`src/rtl/seq_detect_moore_param_pkg.sv`:
```
// Shared types and constants for the parametrised Moore pattern detector.
// Build option: SEQ_MATCH_COUNT_EN adds the saturating match counter.
package seq_det_pkg;

  typedef logic [1:0] state_t;

  localparam state_t S_FILL  = 2'd0;
  localparam state_t S_ARMED = 2'd1;
  localparam state_t S_HIT   = 2'd2;

  localparam int LEN_MIN = 2;
  localparam int LEN_MAX = 16;

  // Bits needed to hold 0..v-1; called with LEN+1 to size the fill counter.
  function automatic int clog2(input int v);
    int r;
    r = 0;
    for (int i = 0; i < 31; i++)
      if ((1 << i) < v) r = i + 1;
    return r;
  endfunction

endpackage

```
`src/rtl/seq_detect_moore_param_if.sv`:
```
// Serial bit stream and match outputs of the pattern detector.
// Build option: SEQ_MATCH_COUNT_EN adds match_count and its COUNT_W parameter.
interface seq_detect_moore_param_if
`ifdef SEQ_MATCH_COUNT_EN
  #(parameter int COUNT_W = 8)
`endif
  ;
  logic in;
  logic in_valid;
  logic overlap;
  logic out;
`ifdef SEQ_MATCH_COUNT_EN
  logic [COUNT_W-1:0] match_count;
`endif

  modport master (
    output in, in_valid, overlap,
    input  out
`ifdef SEQ_MATCH_COUNT_EN
    , input match_count
`endif
  );

  modport slave (
    input  in, in_valid, overlap,
    output out
`ifdef SEQ_MATCH_COUNT_EN
    , output match_count
`endif
  );
endinterface

```
`src/rtl/seq_detect_moore_param_window.sv`:
```
// LEN-bit history window with a saturating fill counter.
// Build option: none (SEQ_MATCH_COUNT_EN only affects the top).
module seq_window
  import seq_det_pkg::*;
#(
  parameter int LEN = 4
) (
  input  logic           clk,
  input  logic           reset,
  input  logic           shift,
  input  logic           clear,
  input  logic           in,
  output logic [LEN-1:0] window,
  output logic           full
);

  localparam int FILL_W = clog2(LEN + 1);

  logic [FILL_W-1:0] fill;

  // clear wins over a simultaneous shift: the matched bits must not be reused
  always_ff @(posedge clk) begin
    if (!reset || clear) begin
      window <= '0;
      fill   <= '0;
    end else if (shift) begin
      window <= {window[LEN-2:0], in};
      if (fill != FILL_W'(LEN)) fill <= fill + FILL_W'(1);
    end
  end

  // Look-ahead: one more shifted bit leaves the window fully populated.
  assign full = (fill >= FILL_W'(LEN - 1));

endmodule

```
`src/rtl/seq_detect_moore_param.sv`:
```
// Parametrised Moore serial-pattern detector with valid qualifier and overlap mode.
// Build option: SEQ_MATCH_COUNT_EN adds a saturating COUNT_W-bit match counter.
module seq_detect_moore_param
  import seq_det_pkg::*;
#(
  parameter int             LEN     = 4,
  parameter logic [LEN-1:0] PATTERN = 4'b1110
`ifdef SEQ_MATCH_COUNT_EN
  , parameter int           COUNT_W = 8
`endif
) (
  input  logic                     clk,
  input  logic                     reset,
  seq_detect_moore_param_if.slave  bus
);

  logic [LEN-1:0] window;
  logic           full;
  logic           shift;
  logic           clear;
  logic           match;
  logic           hit;
  logic           unused_msb;
  state_t         state;
  state_t         state_nxt;

  assign shift = bus.in_valid;
  assign match = ({window[LEN-2:0], bus.in} == PATTERN);
  assign hit   = full && match;
  assign clear = shift && hit && !bus.overlap;

  // The oldest bit falls out of the window on the shift that would compare it.
  assign unused_msb = window[LEN-1];

  seq_window #(.LEN(LEN)) u_window (
    .clk    (clk),
    .reset  (reset),
    .shift  (shift),
    .clear  (clear),
    .in     (bus.in),
    .window (window),
    .full   (full)
  );

  // A cleared window after a non-overlapping hit is not full, so S_HIT falls back to S_FILL.
  always_comb begin
    state_nxt = S_FILL;
    if (full) state_nxt = match ? S_HIT : S_ARMED;
  end

  always_ff @(posedge clk) begin
    if (!reset)     state <= S_FILL;
    else if (shift) state <= state_nxt;
  end

  assign bus.out = (state == S_HIT);

`ifdef SEQ_MATCH_COUNT_EN
  logic [COUNT_W-1:0] count;

  always_ff @(posedge clk) begin
    if (!reset)
      count <= '0;
    else if (shift && hit && (count != {COUNT_W{1'b1}}))
      count <= count + COUNT_W'(1);
  end

  assign bus.match_count = count;
`endif

endmodule

```
`src/flat_wrapper.sv`:
```
// flat-port wrapper written by rule: the top's interface ports become plain ports
module seq_detect_moore_param_flat import seq_det_pkg::*;
#(
  parameter int             LEN     = 4,
  parameter logic [LEN-1:0] PATTERN = 4'b1110

)
  (clk, reset, bus_in, bus_in_valid, bus_overlap, bus_out);
  seq_detect_moore_param_if bus_i ();
  input  logic clk;
  input  logic reset;
  input wire logic [$bits(bus_i.in)-1:0] bus_in;
  input wire logic [$bits(bus_i.in_valid)-1:0] bus_in_valid;
  input wire logic [$bits(bus_i.overlap)-1:0] bus_overlap;
  output wire logic [$bits(bus_i.out)-1:0] bus_out;
  assign bus_i.in = bus_in;
  assign bus_i.in_valid = bus_in_valid;
  assign bus_i.overlap = bus_overlap;
  assign bus_out = bus_i.out;
  seq_detect_moore_param #(.LEN(LEN), .PATTERN(PATTERN)) u_core (.clk(clk), .reset(reset), .bus(bus_i));
endmodule
```
`config.mk`:
```
export PLATFORM = sky130hd
export DESIGN_NAME = seq_detect_moore_param_flat
export DESIGN_NICKNAME = d
export VERILOG_FILES = /design/src/rtl/seq_detect_moore_param_pkg.sv /design/src/rtl/seq_detect_moore_param_if.sv /design/src/rtl/seq_detect_moore_param_window.sv /design/src/rtl/seq_detect_moore_param.sv /design/src/flat_wrapper.sv
export SDC_FILE = /design/constraint.sdc
export NUM_CORES = 1
export LEC_CHECK = 0
export CAP_MARGIN = 20
export CORE_AREA = 3 3 40 42
export DETAILED_ROUTE_END_ITERATION = 7
export DIE_AREA = 0 0 43 45
export GPL_ROUTABILITY_DRIVEN = 0
export PLACE_DENSITY = 0.52
export SLEW_MARGIN = 40
export SYNTH_ARGS = -nofsm -noshare
export SYNTH_HDL_FRONTEND = slang
export SYNTH_SLANG_ARGS = --single-unit
```
`constraint.sdc`:
```
create_clock -name clk -period 1.8 [get_ports clk]
set_input_delay 0.27 -clock clk [delete_from_list [all_inputs] [get_ports clk]]
set_output_delay 0.27 -clock clk [all_outputs]
set_load 0.005 [all_outputs]
```
; Yosys cells after proc, flatten, opt, wreduce, memory -nomap -nowiden
; Cells that the tools add are included.
[word_totals]
ff_bits = 8
inputBits = 5
out_inout_bits = 1
[op_classes]
add_sub_neg = 1
n_lt_le_gt_ge = 1
n_eq_ne = 3
n_mux = 2
reduce_logical = 7
[op_table]
columns = op, n
row1 = $eq A4 B4 Y1 const B, 1
row2 = $mux W2, 2
row3 = $add A3 B1 Y3 const B, 1
row4 = $ge A3 B2 Y1 const B, 1
row5 = $logic_and A1 B1 Y1, 3
row6 = $ne A3 B3 Y1 const B, 1
row7 = $eq A2 B2 Y1 const B, 1
row8 = $logic_not A1 Y1, 2
row9 = $reduce_and A2 Y1, 1
row10 = $logic_or A1 B1 Y1, 1

; Logic depth before layout (Yosys ltp)
[depth]
word_depth = 5
depth_mapped = 5
ltp_nobuf = 5

; Cells and area by module
; Synthesis repeated with hierarchy kept, for this count alone.
[hier_totals]
cells_unflattened = 45
hier_area_um2 = 435.4
[modules_own_cells]
columns = mod, instances, cells_each, area_per_inst_um2
row1 = seq_window, 1, 34, 335.3
row2 = seq_detect_moore_param, 1, 11, 100.1

; Worst setup path after synthesis
; OpenSTA, ideal clock, no wires.
[synth_path]
kind = register to register
startpoint = register u_core.u_window.fill[0]
endpoint = register u_core.state[1]
setup_ns = 0.115
arrival_ns = 1.204
required_time_ns = 1.685
path_slack_ns = 0.482
path_stages_with_launch = 6
n_path_buf = 0
synth_period_minus_slack_ns = 1.318
path_cell_list = dfxtp_1 > ha_1 > ha_1 > a211oi_2 > nor3_1 > o21a_1
[synth_between]
elab_chain_cells = 2
[synth_rtl]
columns = element, line
row1 = "start, declared", seq_detect_moore_param_window.sv:19  ; logic [FILL_W-1:0] fill;
row2 = "start signal, assigned", seq_detect_moore_param_window.sv:28  ; if (fill != FILL_W'(LEN)) fill <= fill + FILL_W'(1);
row3 = $ge A3 B2 Y1, seq_detect_moore_param_window.sv:33  ; assign full = (fill >= FILL_W'(LEN - 1));
row4 = $mux W2, seq_detect_moore_param.sv:48  ; if (full) state_nxt = match ? S_HIT : S_ARMED;
row5 = "end signal, assigned", seq_detect_moore_param.sv:53  ; else if (shift) state <= state_nxt;
row6 = "end, declared", seq_detect_moore_param.sv:24  ; state_t state;
; No other way between the ends.
; A chain may end at the register's enable or synchronous reset.

; Worst setup path after layout
[layout_path]
startpoint = register u_core.state[1]
endpoint = output port bus_out
[layout_between]
elab_chain_cells = 1
[layout_rtl]
columns = element, line
row1 = $eq A2 B2 Y1, seq_detect_moore_param.sv:56  ; assign bus.out = (state == S_HIT);
row2 = "end, declared", flat_wrapper.sv:15  ; output wire logic [$bits(bus_i.out)-1:0] bus_out;
; No other way between the ends.

==> flow_summary.yaml <==
status:
  status: "finished clean"
final_layout:
  drive_above_1_share_pct: 18.8
  fin_nets: 58
  antenna_cells: 0
  n_fill_cell: 127
  fin_util_pct: 40.0
  final_cell_area_um2: 514
  area.growth.synth_to_final_pct: 20.5
drt:
  drc: 0
  viasPerCell: 4.87
  wl_per_cell_um: 11.7
  drt-total-wl_um: 738
  vias: 307
  first_pass_iters: 4
  postRouteAntennaNets: 0
  drtIter0Drc: 6
floorplan:
  rows: 13
  io_pins: 6
  design.core.area_um2: 1280
  die_area_um2: 1940
  die-width_um: 43
  initial_core_util_pct: 33.2
  die_y_um: 45
synth:
  ys_seq_elements: 8
  yosysTopAreaCellShare_pct: 37.5
  syn_area_per_cell_um2: 10.7
  synth_top_area_cell: "dfxtp_1"
  netlist_instances: 40
  synthTopCellsByArea: "dfxtp_1 (38%), mux2i_1 (9.4%), ha_1 (8.8%), o41ai_4 (6.5%), nand4b_4 (5.6%)"
  yosysWarnings: 0
  syn_area_um2: 427
  ys_seq_area_share_pct: 37.5
  synth.distinct_cells: 22
  synth_fp_nets: 48
power_and_ir_drop:
  power.density_nw_per_um2: 775
  peakVddDrop_v: 0.000336
  internal-power_uw: 295
  netSwitchingPower_uw: 104
  comb_power_share_pct: 14.6
  p_clk_share_pct: 35.6
  leakagePower_nw: 0.236
  p_total_uw: 399
  seqPwrFrac_pct: 49.8
  swShare_pct: 26.0
sta:
  setup_viol: 0
  rsz0062_at_grt: "no"
  worstMarginPinSlew_ns: 0.439
  hold_viol: 0
  fmax_mhz: 687
  period_needed_ns: 1.46
  fin_skew_ns: 0.00157
  maxSlewViolCount: 0
  max_slew_margin_pct: 70.6
  fin_crit_sh_pct: 80.9
  whs_ns: 0.486
  setup_tns_ns: 0
run:
  maxCapViolations: 0
hold_path:
  min_path_type: "flip-flop to flip-flop"
grt:
  grt_pass1_wl_um: 1390
  track_usage_pct: 10.5
  grt_pass1_vias: 324
  grt_max_degree: 7
  antenna_found_initial: 0
  grt_overflow_total: 0
clock_network:
  clk_pin_slew_ns: 0.05
  cts_setup_buffers: 0
  clk_path_buf_depth: 2
  htreeDepth: 1
  cts_root_buf: "clkbuf_4"
  cts_hold_buf: 0
  clock_sinks: 8
  numCtsBuffers: 3
  cts_tree: "yes"
  cts-resized-gates: 0
  clk_latency_ns: 0.26
critical_path:
  start_kind: "flip-flop"
  crit_path_max_fanout: 2
  worstSetupEndpointType: "output pin"
  crit_arrival_ns: 1.19
  required_ns: 1.53
  crit_type: "flip-flop to output pin"
place:
  post-dp-hpwl_um: 578
  port-buffer-count: 5
  dpl-instance-area_um2: 492
==> cell usage after synthesis <==
library cell and count:
a211oi_2 1, a21boi_0 1, a21boi_1 1, a21oi_1 1, and2b_2 1, buf_6 1, dfxtp_1 8, ha_1 3
inv_1 3, inv_2 1, mux2i_1 4, nand2_1 1, nand3b_1 1, nand4b_4 1, nor2_1 5, nor2b_1 1
nor3_1 1, o21a_1 1, o21ai_0 1, o41ai_4 1, or2b_1 1, xnor2_1 1
==> layout make-up <==
class	instances	area (um^2)	area share [%]
repair buffers	6	57.6	11.2
inverters	4	15.0	2.92
multi-input cells	27	240	46.7
flip-flops and latches	8	160	31.1
clock buffers	3	22.5	4.38
well taps	15	18.8	3.65
==> cells by family after synthesis <==
family / count (synthesis) / share of synthesized area, %
AND/OR/NAND/NOR: 12 / 19.1
buffers and inverters: 5 / 6.16
adder cells (fa/ha/maj): 3 / 8.80
XOR/XNOR: 1 / 2.05
multiplexers: 4 / 9.38
flip-flops: 8 / 37.5
AO/OA/AOI/OAI: 7 / 17.0
==> path summary, 6_finish.rpt <==
check / start / end / slack (ns) / depth (start not counted)
min: u_core.state[0] / u_core.state[0] / 0.49 / 2
max: u_core.state[1] / bus_out / 0.34 / 2
min reg2reg: u_core.state[0] / u_core.state[0] / 0.49 / 2
max reg2reg: u_core.u_window.fill[0] / u_core.state[1] / 0.38 / 5
==> power groups by stage <==
| stage | combinational [mW] | clock [mW] | sequential (mW) |
|---|---|---|---|
| after floorplan | 0.0412 | 0 | 0.200 |
| after global placement | 0.0575 | 0 | 0.201 |
| after detailed placement | 0.0589 | 0 | 0.202 |
| after CTS | 0.0594 | 0.145 | 0.198 |
| after global routing | 0.0675 | 0.147 | 0.201 |
| final | 0.0582 | 0.142 | 0.198 |
==> layer usage <==
layer	up-vias	share of wire, %	track usage [%]
li1	152	-	-
met1	143	38	11.2
met2	8	51	15.9
met3	4	5.6	3.59
met4	0	4.3	10.8
met5	-	0	0
==> flip-flops by register name, indices dropped and copies added (netlist names) <==
signal	cells
u_core.u_window.fill	3
u_core.u_window.window	3
u_core.state	2
==> critical path, stage by stage, from the launching register on <==
cell             delay (ns)
dfxtp_1                0.31
nor2b_1                0.12
clkdlybuf4s50_1        0.50
==> cell usage in the layout (no fill, tap or decap), drive strengths merged, types with 2 or more instances in the layout <==
cell and n:
mux2i 4, ha 3, nor2 5, inv 4, dfxtp 8, clkbuf 3
a21boi 2, clkdlybuf4s50 5
==> metrics by stage <==
step	instances	setup slack (ns)
final	63	0.344
after detailed placement	60	0.185
after floorplan	40	0.482
after global placement	60	0.221
after CTS	63	0.333
after global routing	63	0.249
No activity file was read; power rests on OpenSTA's default activity.
